[src/rtl/operand_stage.sv]
// Decode / operand-fetch stage of the 5-stage RV32I pipeline.
// Builds operands and immediate, detects load-use hazards and holds the ID/EX register.
module operand_stage #(
    parameter int unsigned XLEN      = 32,
    parameter logic [31:0] NOP_INSTR = 32'h00000013
) (
    input  logic            clk,
    input  logic            rst,
    input  logic            id_valid,
    input  logic [XLEN-1:0] id_pc,
    input  logic [31:0]     id_instr,
    input  logic            flush,
    output logic            stall_out,
    output logic [4:0]      rf_rs1,
    output logic [4:0]      rf_rs2,
    input  logic [XLEN-1:0] rf_rdata1,
    input  logic [XLEN-1:0] rf_rdata2,
    input  logic            wb_we,
    input  logic [4:0]      wb_rd,
    input  logic [XLEN-1:0] wb_data,
    output logic            ex_valid,
    output logic [XLEN-1:0] ex_pc,
    output logic [31:0]     ex_instr,
    output logic [4:0]      ex_rd,
    output logic [XLEN-1:0] ex_op1,
    output logic [XLEN-1:0] ex_op2,
    output logic [XLEN-1:0] ex_imm,
    output logic            ex_reg_write,
    output logic            ex_is_load,
    output logic [31:0]     stall_cnt
);

    localparam logic [6:0] OpLui    = 7'b0110111;
    localparam logic [6:0] OpAuipc  = 7'b0010111;
    localparam logic [6:0] OpJal    = 7'b1101111;
    localparam logic [6:0] OpJalr   = 7'b1100111;
    localparam logic [6:0] OpBranch = 7'b1100011;
    localparam logic [6:0] OpLoad   = 7'b0000011;
    localparam logic [6:0] OpStore  = 7'b0100011;
    localparam logic [6:0] OpImm    = 7'b0010011;
    localparam logic [6:0] OpReg    = 7'b0110011;

    logic [6:0]      opcode;
    logic [4:0]      rd;
    logic            uses_rs1;
    logic            uses_rs2;
    logic            reg_write;
    logic            is_load;
    logic [31:0]     imm32;
    logic [XLEN-1:0] imm;
    logic [XLEN-1:0] op1;
    logic [XLEN-1:0] op2;
    logic            hazard;

    assign opcode = id_instr[6:0];
    assign rd     = id_instr[11:7];
    assign rf_rs1 = id_instr[19:15];
    assign rf_rs2 = id_instr[24:20];

    always_comb begin
        uses_rs1  = !(opcode == OpLui || opcode == OpAuipc || opcode == OpJal);
        uses_rs2  = (opcode == OpReg || opcode == OpStore || opcode == OpBranch);
        reg_write = (opcode == OpLui || opcode == OpAuipc || opcode == OpJal ||
                     opcode == OpJalr || opcode == OpLoad || opcode == OpImm ||
                     opcode == OpReg) && (rd != 5'd0);
        is_load   = (opcode == OpLoad);
    end

    always_comb begin
        imm32 = 32'd0;
        case (opcode)
            OpJalr, OpLoad, OpImm: imm32 = {{20{id_instr[31]}}, id_instr[31:20]};
            OpStore:  imm32 = {{20{id_instr[31]}}, id_instr[31:25], id_instr[11:7]};
            OpBranch: imm32 = {{19{id_instr[31]}}, id_instr[31], id_instr[7],
                               id_instr[30:25], id_instr[11:8], 1'b0};
            OpLui, OpAuipc: imm32 = {id_instr[31:12], 12'd0};
            OpJal:    imm32 = {{11{id_instr[31]}}, id_instr[31], id_instr[19:12],
                               id_instr[20], id_instr[30:21], 1'b0};
            default:  imm32 = 32'd0;
        endcase
        imm = XLEN'(signed'(imm32));
    end

    // The register file writes on the edge, so same-cycle writeback must be bypassed here.
    function automatic logic [XLEN-1:0] select_operand(input logic [4:0]      addr,
                                                       input logic [XLEN-1:0] rdata,
                                                       input logic            we,
                                                       input logic [4:0]      wrd,
                                                       input logic [XLEN-1:0] wdata);
        if (addr == 5'd0) begin
            return '0;
        end else if (we && wrd == addr) begin
            return wdata;
        end
        return rdata;
    endfunction

    always_comb begin
        op1 = select_operand(rf_rs1, rf_rdata1, wb_we, wb_rd, wb_data);
        op2 = select_operand(rf_rs2, rf_rdata2, wb_we, wb_rd, wb_data);
    end

    always_comb begin
        hazard = id_valid && ex_valid && ex_is_load && (ex_rd != 5'd0) &&
                 ((uses_rs1 && rf_rs1 == ex_rd) || (uses_rs2 && rf_rs2 == ex_rd));
        stall_out = hazard && !flush;
    end

    always_ff @(posedge clk or posedge rst) begin
        if (rst) begin
            ex_valid     <= 1'b0;
            ex_pc        <= '0;
            ex_instr     <= NOP_INSTR;
            ex_rd        <= 5'd0;
            ex_op1       <= '0;
            ex_op2       <= '0;
            ex_imm       <= '0;
            ex_reg_write <= 1'b0;
            ex_is_load   <= 1'b0;
            stall_cnt    <= 32'd0;
        end else if (flush || hazard) begin
            ex_valid     <= 1'b0;
            ex_pc        <= '0;
            ex_instr     <= NOP_INSTR;
            ex_rd        <= 5'd0;
            ex_op1       <= '0;
            ex_op2       <= '0;
            ex_imm       <= '0;
            ex_reg_write <= 1'b0;
            ex_is_load   <= 1'b0;
            if (!flush && stall_cnt != 32'hFFFFFFFF) begin
                stall_cnt <= stall_cnt + 32'd1;
            end
        end else begin
            ex_valid     <= id_valid;
            ex_pc        <= id_pc;
            ex_instr     <= id_instr;
            ex_rd        <= rd;
            ex_op1       <= op1;
            ex_op2       <= op2;
            ex_imm       <= imm;
            ex_reg_write <= id_valid && reg_write;
            ex_is_load   <= id_valid && is_load;
        end
    end

endmodule

[config.mk]
export PLATFORM = sky130hd
export DESIGN_NAME = operand_stage
export DESIGN_NICKNAME = d
export VERILOG_FILES = /design/src/rtl/operand_stage.sv
export SDC_FILE = /design/constraint.sdc
export NUM_CORES = 1
export LEC_CHECK = 0
export ABC_AREA = 1
export CORE_AREA = 2 2 155 157
export CTS_BUF_LIST = sky130_fd_sc_hd__clkbuf_8 sky130_fd_sc_hd__clkbuf_16
export CTS_CLUSTER_SIZE = 24
export DETAILED_ROUTE_END_ITERATION = 8
export DIE_AREA = 0 0 157 159
export GPL_TIMING_DRIVEN = 0
export PLACE_DENSITY = 0.75
export SLEW_MARGIN = 30
export SYNTH_ARGS = -nofsm -noshare
export SYNTH_HDL_FRONTEND = slang
export SYNTH_SLANG_ARGS = --single-unit
[constraint.sdc]
create_clock -name clk -period 5.8 [get_ports clk]
set_clock_uncertainty 0.2 [all_clocks]
set_input_delay 0.58 -clock clk [delete_from_list [all_inputs] [get_ports clk]]
set_output_delay 0.58 -clock clk [all_outputs]
set_load 0.01 [all_outputs]
==> results of run 1 <==
[power by group]
group          internal [W]  leakage, nW  switching [W]  total [W]
clock network      0.000577        0.286       0.000605    0.00118
logic              0.000410         3.61       0.000447   0.000858
registers           0.00144         2.53      0.0000645    0.00150
total               0.00243         6.43        0.00112    0.00354
[layout make-up]
class / count / area, µm²
fillers: 2049 / 9260
well taps: 319 / 399
inverters: 103 / 390
repair buffers: 388 / 3990
flip-flops and latches: 195 / 4880
plain buffers: 74 / 384
clock inverters: 15 / 160
multi-input cells: 697 / 3290
clock buffers: 17 / 425
diodes: 2 / 5.00
[cells in the final DEF (no fill, tap or decap), drive strengths merged, types with 21 or more instances in the layout]
| master | count |
|---|---|
| a21oi | 99 |
| nand3 | 185 |
| clkdlybuf4s50 | 380 |
| nor2 | 145 |
| clkbuf | 50 |
| nor3 | 21 |
| nand2 | 171 |
| dfrtp | 192 |
| inv | 111 |
| buf | 49 |
[logic make-up (layout without fill, tap and decap cells)]
family,Yosys count,in the layout,synth area share
xor+xnor,28,28,0.0274
flops,195,195,0.546
simple gates,535,535,0.262
compound gates,133,133,0.0772
fa+ha+maj,1,1,0.00140
other cells,0,2,0
buf+inv,177,597,0.0862
[layer usage]
| metal | vias to the layer above | share of wire | GRT usage |
|---|---|---|---|
| li1 | 4280 | - | - |
| met1 | 4397 | 0.41 | 0.342 |
| met2 | 372 | 0.50 | 0.456 |
| met3 | 55 | 0.066 | 0.0501 |
| met4 | 0 | 0.027 | 0.0959 |
| met5 | - | 0 | 0 |
[worst paths after layout]
kind | start | end | slack, ns
setup / recovery | id_instr[20] | stall_out | 2.23
hold / removal | stall_cnt[28] | stall_cnt[28] | 0.31
setup reg to reg | stall_cnt[0] | stall_cnt[2] | 3.18
hold reg to reg | stall_cnt[28] | stall_cnt[28] | 0.31
max in group asynchronous | rst | ex_instr[4] | 3.86
min in group asynchronous | rst | ex_op1[6] | 0.35
[sequential cells by signal, summed over array words and instances, names as in the netlist]
name / cells
ex_is_load: 1
ex_pc: 32
ex_instr: 28
ex_valid: 1
ex_op1: 32
ex_imm: 32
stall_cnt: 32
ex_op2: 32
ex_rd: 4
ex_reg_write: 1
[worst max-delay path, delay by kind of cell]
kind,cells,cell delay (ns)
buffers and inverters,3,1.52
and+or+nand+nor,6,0.57
AOI/OAI and AO/OA,1,0.11
[metrics by stage]
step                worst slack, ns  cells  area, µm²  total power (W)
floorplan                      2.50   1069       8950          0.00193
global placement              0.923   1768      13200          0.00236
detailed placement             2.27   1776      13300          0.00238
CTS                            2.26   1808      13900          0.00357
global route                   2.08   1810      13900          0.00371
finish                         2.23   1810      13900          0.00354
==> out/qor.csv, run 1 <==
stage,metric,value,unit
yosys,post-synth top area cell,dfrtp_1,
cells_and_area,synth-to-layout area growth,55.8,%
floorplanning,initial core utilization,0.386,
yosys,Mean Syn Cell Area,8.37,µm²
placement,I/O Buffers,380,
yosys,#FFs+latches synth,195,
yosys,Synthesized Nets,1240,
outcome,outcome,completed,
critical_path,Slowest Stage Delay on Critical Path,0.70,ns
timing,slew margin rel.,0.582,
placement,global placer's final weighted congestion,0.924,
timing,Final setup viols,0,
cts,TritonCTS clock tree,built,
yosys,Synth top cells by count,"dfrtp_1 (192), nand3_1 (185), nand2_1 (166)",
critical_path,CP Launch Type,input port,
routing,Routed Antenna Nets,0,
cts,CTS resizes,0,
placement,HPWL Detailed,26300,µm
critical_path,Crit Path Class,in2out,
global_route,first-pass GRT wire length,51200,µm
power_and_ir_drop,maximum VDD drop,0.196,mV
worst_hold_path,Hold Path Class,reg2reg,
timing,fin crit share,0.615,
floorplanning,die area,0.0250,mm²
yosys,post-synth top area share,0.537,
timing,max-slew violations,0,
yosys,post-synthesis sequential area ratio,0.546,
cts,Clock Tree Buf Depth,2,
yosys,"Async S/R FF share, synth",1.00,
yosys,Yosys cell types,30,
critical_path,CP max-delay cell,clkdlybuf4s50_1,
worst_hold_path,WHS Path Cells,2,
critical_path,Worst Setup End Kind,output pin,
yosys,cell area after synthesis,0.00894,mm²
global_route,Global Route Usage Sum,0.269,
routing,DR WL/cell,18.5,µm
yosys,Synthesis Warnings,0,
cts,Post-CTS Setup Bufs,0,
timing,hold slack final,0.314,ns
cts,CTS Buf Count,17,
timing,max frequency,280,MHz
cts,Worst-path clk slew,0.07,ns
timing,Setup TNS,0,ns
critical_path,"Cell Chain, Critical Path",clkdlybuf4s50_1 > inv_1 > nand2_1 > nand2_1 > a21oi_1 > nand3_1 > nand2_1 > nand2_2 > nor2_1 > clkdlybuf4s50_1,
yosys,Post-synth EDFFs,0,
routing,final WL,33500,µm
routing,post-DR vias/cell,5.03,
global_route,largest net degree at the start of global routing,29,
routing,Post-route DRC,0,
critical_path,required time worst endpoint,5.02,ns
timing,Tightest Pin Transition,0.625,ns
critical_path,"Data arrival, critical path",2.79,ns
timing,final hold viol count,0,
cts,Max H-tree Level,4,
global_route,number of global-route vias before repair,8834,
cells_and_area,proportion of layout cells with a drive suffix above 1,0.0638,
cts,clk sinks,195,
floorplanning,die width,157,µm
timing,RSZ-0062 raised after global routing,false,
cts,hold buffer count at cts,0,
yosys,Mapped Cells,1069,
power_and_ir_drop,LEAKAGE,6.43,nW
floorplanning,IO Count,381,
routing,number of DRC violations after detailed-routing iteration 0,677,
routing,First-pass DRT Iterations,5,
routing,vias,9104,
floorplanning,Core ar.,0.0232,mm²
run,Max Cap Viol,0,
floorplanning,row count,56,
cells_and_area,nets@finish,1647,
floorplanning,Die H,159,µm
critical_path,worst-path maximum fanout,6,
timing,Period minus WS final,3.57,ns
critical_path,R2R depth,10,
critical_path,CP dominant cell by count,nand2_1,
cts,clk root buf,clkbuf_16,
cells_and_area,Final Core Density,0.601,
cts,Skew-Pair Late Insertion Delay,0.44,ns
global_route,initial antenna violation count,2,
yosys,"Top FF cell, synth",dfrtp_1,
global_route,grt ovf,0,
yosys,synth top area cells,"dfrtp_1 (54%), nand3_1 (10%), nand2_1 (7.0%)",
power_and_ir_drop,PD cells,254,mW/mm²
yosys,"count leader, synth",dfrtp_1,
Power figures use the tool's default switching activity.
==> inputs of run 2 (changes only) <==
- CORE_AREA: 2 2 155 157 -> 2 2 148 150
- DIE_AREA: 0 0 157 159 -> 0 0 150 152
- PLACE_DENSITY: 0.75 -> 0.78
- clock period: 5.8 -> 3.43 ns (I/O delays scaled with it)
==> out/qor.csv, run 2 (same netlist as run 1, synthesis figures left out) <==
stage,metric,value,unit,change
outcome,outcome,completed,,
critical_path,worst-path maximum fanout,6,,unchanged
cells_and_area,proportion of layout cells with a drive suffix above 1,0.0645,,+0.000672
cts,clk sinks,195,,unchanged
timing,max-slew violations,0,,unchanged
routing,Routed Antenna Nets,0,,unchanged
timing,final hold viol count,0,,unchanged
cts,Max H-tree Level,4,,unchanged
worst_hold_path,Hold Path Class,in2async,,
critical_path,Worst Setup End Kind,output pin,,
cts,hold buffer count at cts,0,,unchanged
timing,max frequency,322,MHz,
global_route,number of global-route vias before repair,8815,,-0.22%
critical_path,reg2reg setup slack,0.89,ns,-2.29 ns
critical_path,FF-to-FF Start,stall_cnt[0],,
global_route,first-pass GRT wire length,51900,µm,+1.4%
cts,Clock Tree Buf Depth,2,,unchanged
placement,HPWL Detailed,26900,µm,+2.1%
routing,DR WL/cell,19.1,µm,+3.4%
floorplanning,die area,0.0228,mm²,-8.7%
cts,TritonCTS clock tree,built,,
power_and_ir_drop,PD cells,433,mW/mm²,+70%
critical_path,R2R depth,9,,-1
cts,CTS resizes,0,,unchanged
timing,fin crit share,0.905,,
global_route,Global Route Usage Sum,0.299,,+0.0299
cells_and_area,synth-to-layout area growth,55.3,%,
timing,RSZ-0062 raised after global routing,false,,
critical_path,Crit Path Class,in2out,,
routing,final WL,33800,µm,+1.1%
critical_path,"Data arrival, critical path",2.56,ns,-0.23 ns
cts,Post-CTS Setup Bufs,0,,unchanged
timing,Tightest Pin Transition,0.557,ns,-0.0687 ns
cells_and_area,most frequent cells in the layout,"clkdlybuf4s50_1 (380), dfrtp_1 (192), nand3_1 (185), nand2_1 (166), nor2_1 (142)",,
floorplanning,initial core utilization,0.419,,+0.0333
timing,slew margin rel.,0.629,,+0.0467
floorplanning,Core ar.,0.0214,mm²,-7.9%
floorplanning,die width,150,µm,-4.5%
cts,Worst-path clk slew,0.08,ns,about the same
global_route,grt ovf,0,,unchanged
timing,Final setup viols,0,,unchanged
routing,number of DRC violations after detailed-routing iteration 0,750,,+11%
critical_path,CP Launch Type,input port,,
global_route,largest net degree at the start of global routing,33,,+14%
routing,vias,9078,,-0.29%
critical_path,Critical R2R Capture,stall_cnt[19],,
cells_and_area,Final Core Density,0.651,,+0.0501
run,Max Cap Viol,0,,unchanged
placement,I/O Buffers,380,,unchanged
power_and_ir_drop,LEAKAGE,6.43,nW,about the same
power_and_ir_drop,maximum VDD drop,0.467,mV,+140%
critical_path,required time worst endpoint,2.89,ns,-2.13 ns
routing,post-DR vias/cell,5.13,,+2.0%
placement,global placer's final weighted congestion,0.968,,+4.8%
cts,CTS Buf Count,17,,unchanged
floorplanning,IO Count,381,,unchanged
floorplanning,Die H,152,µm,-4.4%
floorplanning,row count,54,,-3.6%
routing,First-pass DRT Iterations,5,,unchanged
power_and_ir_drop,Overall Power,0.00602,W,+70%
routing,Post-route DRC,0,,unchanged
cts,Skew-Pair Late Insertion Delay,0.43,ns,about the same
cells_and_area,"most common cell after layout, fill and taps aside",clkdlybuf4s50_1,,
timing,Period minus WS final,3.10,ns,
global_route,initial antenna violation count,0,,-2
cells_and_area,antenna cells,0,,-2
cells_and_area,Fillers,1815,,-11%
cells_and_area,nets@finish,1647,,unchanged
cts,clk root buf,clkbuf_16,,
run 2: worst max path at each step:
stage,from,to,slack (ns),depth (start not counted)
2_1_floorplan,rst,ex_imm[0],0.37,1
3_3_place_gp,rst,stall_cnt[4],-1.22,2
3_5_place_dp,id_instr[20],stall_out,0.38,10
4_1_cts,id_instr[20],stall_out,0.36,10
5_1_grt,id_instr[20],stall_out,0.21,10
6_report,id_instr[20],stall_out,0.33,10
run 2: cell type report:
| type | count | area [µm²] | share of cell area |
|---|---|---|---|
| flip-flops and latches | 195 | 4880 | 0.351 |
| repair buffers | 388 | 3990 | 0.287 |
| multi-input cells | 697 | 3290 | 0.237 |
| clock buffers | 17 | 425 | 0.0306 |
| inverters | 103 | 390 | 0.0281 |
| plain buffers | 74 | 384 | 0.0276 |
| well taps | 280 | 350 | 0.0252 |
| clock inverters | 15 | 184 | 0.0132 |
run 2: where the power goes:
group          leakage (nW)  switching, W  internal, W  total [W]
Combinational          3.61      0.000762     0.000694    0.00146
Sequential             2.53     0.0000995      0.00243    0.00253
Clock                 0.292       0.00103     0.000994    0.00203
Total                  6.43       0.00190      0.00412    0.00602
run 2: per-stage QoR:
step           worst slack, ns  instances  instance area, µm²  setup TNS (ns)  hold slack (ns)
6_report                 0.327       1769               13900               0           0.0541
5_1_grt                  0.208       1769               13900               0           0.0746
4_1_cts                  0.364       1769               13900               0           0.0493
3_5_place_dp             0.381       1737               13300               0            0.302
3_3_place_gp             -1.22       1729               13100         -231.75            0.297
2_1_floorplan            0.371       1069                8950               0            0.249
run 2: worst max-delay path, stage by stage:
cell	delay (ns)
clkdlybuf4s50_1	0.70
inv_1	0.25
nand2_1	0.10
nand2_1	0.05
a21oi_1	0.14
nand3_1	0.09
nand2_1	0.14
nand2_2	0.09
nor2_1	0.10
clkdlybuf4s50_1	0.56
run 2: layer usage:
layer | GRT usage | up-vias | wire length [µm]
met3 | 0.0565 | 68 | 2410
met4 | 0.120 | 0 | 1140
met5 | 0 | - | 0
met1 | 0.383 | 4319 | 13600
li1 | - | 4262 | -
met2 | 0.497 | 429 | 16700
==> inputs of run 3 (changes only) <==
- CORE_AREA: 2 2 148 150 -> 2 2 155 157
- DIE_AREA: 0 0 150 152 -> 0 0 157 159
- PLACE_DENSITY: 0.78 -> 0.75
- clock period: 3.43 -> 2.55 ns (I/O delays scaled with it)
==> out/qor.csv, run 3 (same netlist as run 1, synthesis figures left out) <==
stage,metric,value,unit,change
outcome,outcome,completed,,
global_route,first-pass GRT wire length,51200,µm,-1.3%
critical_path,required time worst endpoint,2.71,ns,-0.18 ns
timing,Worst Slack Setup Final,0.136,ns,-0.191 ns
power_and_ir_drop,LEAKAGE,6.47,nW,+0.59%
cts,Clock Tree Buf Depth,2,,unchanged
cts,clk sinks,195,,unchanged
routing,DR WL/cell,18.4,µm,-3.7%
placement,HPWL Detailed,26300,µm,-2.0%
floorplanning,die area,0.0250,mm²,+9.5%
floorplanning,IO Count,381,,unchanged
power_and_ir_drop,maximum VDD drop,0.461,mV,-1.4%
critical_path,worst-path maximum fanout,10,,+4
placement,I/O Buffers,380,,unchanged
placement,Place WS,-0.392,ns,-0.774 ns
cts,hold buffer count at cts,0,,unchanged
cells_and_area,nets@finish,1649,,+0.12%
power_and_ir_drop,Comb pwr share,0.250,,+0.008
placement,Post-Place Cells,1776,,+2.2%
floorplanning,Die H,159,µm,+4.6%
routing,vias,9096,,+0.20%
floorplanning,initial core utilization,0.386,,-0.0333
power_and_ir_drop,clock power share,0.330,,-0.007
global_route,initial antenna violation count,1,,+1
timing,final hold viol count,0,,unchanged
cts,Max H-tree Level,4,,unchanged
critical_path,"Cell Chain, Critical Path",clkdlybuf4s50_1 > inv_2 > nand2_1 > o21ai_0 > nor2_1 > nand3_1 > nand2_1 > clkbuf_1 > nand3_1 > a21oi_1,,
cts,CTS Buf Count,17,,unchanged
global_route,number of global-route vias before repair,8846,,+0.35%
critical_path,Crit Path Class,in2reg,,
global_route,grt ovf,0,,unchanged
cts,TritonCTS clock tree,built,,
critical_path,Worst Setup End Kind,register,,
cells_and_area,Final Instance Count excl. Fillers,1811,,+2.4%
timing,Tightest Pin Transition,0.629,ns,+0.0722 ns
timing,Period minus WS final,2.41,ns,
timing,Final setup viols,0,,unchanged
power_and_ir_drop,switch share,0.314,,-0.00135
cts,clk root buf,clkbuf_16,,
cells_and_area,Fillers,2059,,+13%
floorplanning,row count,56,,+3.7%
routing,Post-route DRC,0,,unchanged
power_and_ir_drop,Int Pwr,0.00558,W,+35%
critical_path,"Data arrival, critical path",2.58,ns,+0.02 ns
timing,fin crit share,0.947,,
global_route,largest net degree at the start of global routing,29,,-12%
timing,max-slew violations,0,,unchanged
routing,First-pass DRT Iterations,5,,unchanged
critical_path,FF-to-FF Start,stall_cnt[1],,
routing,post-DR vias/cell,5.02,,-2.1%
critical_path,CP Launch Type,input port,,
timing,slew margin rel.,0.580,,-0.0490
critical_path,CP max-delay cell,clkdlybuf4s50_1,,
power_and_ir_drop,switching power,0.00255,W,+35%
power_and_ir_drop,Overall Power,0.00813,W,+35%
power_and_ir_drop,PD cells,582,mW/mm²,+34%
run,Max Cap Viol,0,,unchanged
routing,final WL,33300,µm,-1.5%
power_and_ir_drop,sequential share of power,0.420,,about the same
cells_and_area,proportion of layout cells with a drive suffix above 1,0.0751,,+0.0106
routing,number of DRC violations after detailed-routing iteration 0,631,,-16%
worst_hold_path,Hold Path Class,in2async,,
placement,global placer's final weighted congestion,0.924,,-4.6%
cts,Worst-path clk slew,0.08,ns,about the same
timing,hold slack final,0.0396,ns,-0.0145 ns
routing,Routed Antenna Nets,0,,unchanged
critical_path,critical path startpoint,id_instr[21],,
floorplanning,Core ar.,0.0232,mm²,+8.6%
cts,Skew-Pair Late Insertion Delay,0.44,ns,about the same
cells_and_area,synth-to-layout area growth,56.3,%,
global_route,Global Route Usage Sum,0.269,,-0.0301
floorplanning,die width,157,µm,+4.7%
timing,max frequency,414,MHz,
cells_and_area,"most common cell after layout, fill and taps aside",clkdlybuf4s50_1,,
cells_and_area,most frequent cells in the layout,"clkdlybuf4s50_1 (373), dfrtp_1 (188), nand3_1 (183), nand2_1 (165), nor2_1 (140)",,
critical_path,Slowest Stage Delay on Critical Path,0.60,ns,-0.10 ns
==> run 3: what timing repair did <==
action / in CTS / in global routing
resized for setup: 13 / 17
endpoints found under the setup margin: 33 / 50
setup buffers: 0 / 2
pin swaps: 0 / 1
==> run 3: critical path: cells and delay by family <==
kind	cells	cell delay (ns)
AND/OR/NAND/NOR	5	0.94
AO/OA/AOI/OAI	2	0.26
buffers and inverters	3	1.10
==> run 3: metrics by stage <==
step	setup TNS (ns)	instance area, µm²	utilization
finish	0	14000	0.603
global route	-0.0704	14000	0.603
CTS	0	13900	0.601
detailed placement	-49.63	13300	0.575
global placement	-430.69	13200	0.567
floorplan	-80.82	8950	-
==> run 3: area by class of cell <==
type	count	area, µm²	area share
inverters	103	390	0.0279
flip-flops and latches	195	4890	0.350
diodes	1	2.50	0.000179
repair buffers	390	4000	0.286
clock inverters	15	160	0.0115
multi-input cells	697	3320	0.237
clock buffers	17	425	0.0304
well taps	319	399	0.0285
plain buffers	74	399	0.0285
==> run 3: layer usage <==
metal	wire [µm]	vias to the layer above	global-route usage
met4	1020	0	0.0959
met1	13400	4370	0.342
met5	0	-	0
li1	-	4278	-
met3	2260	62	0.0501
met2	16600	386	0.456
==> run 3: power groups by stage <==
stage / combinational (W) / clock [W] / sequential [W]
2_1_floorplan: 0.000855 / 0 / 0.00354
3_3_place_gp: 0.00189 / 0 / 0.00347
3_5_place_dp: 0.00194 / 0 / 0.00347
4_1_cts: 0.00198 / 0.00274 / 0.00342
5_1_grt: 0.00221 / 0.00287 / 0.00344
6_report: 0.00204 / 0.00268 / 0.00342
==> run 3: worst paths after layout <==
path	cells past startpoint	slack [ns]	to
max in group asynchronous	6	0.93	ex_instr[4]
min in group clk	3	0.08	ex_instr[16]
hold / removal	2	0.04	ex_op1[6]
setup / recovery	10	0.14	ex_op2[17]
hold reg to reg	2	0.31	stall_cnt[28]
setup reg to reg	10	0.14	stall_cnt[2]
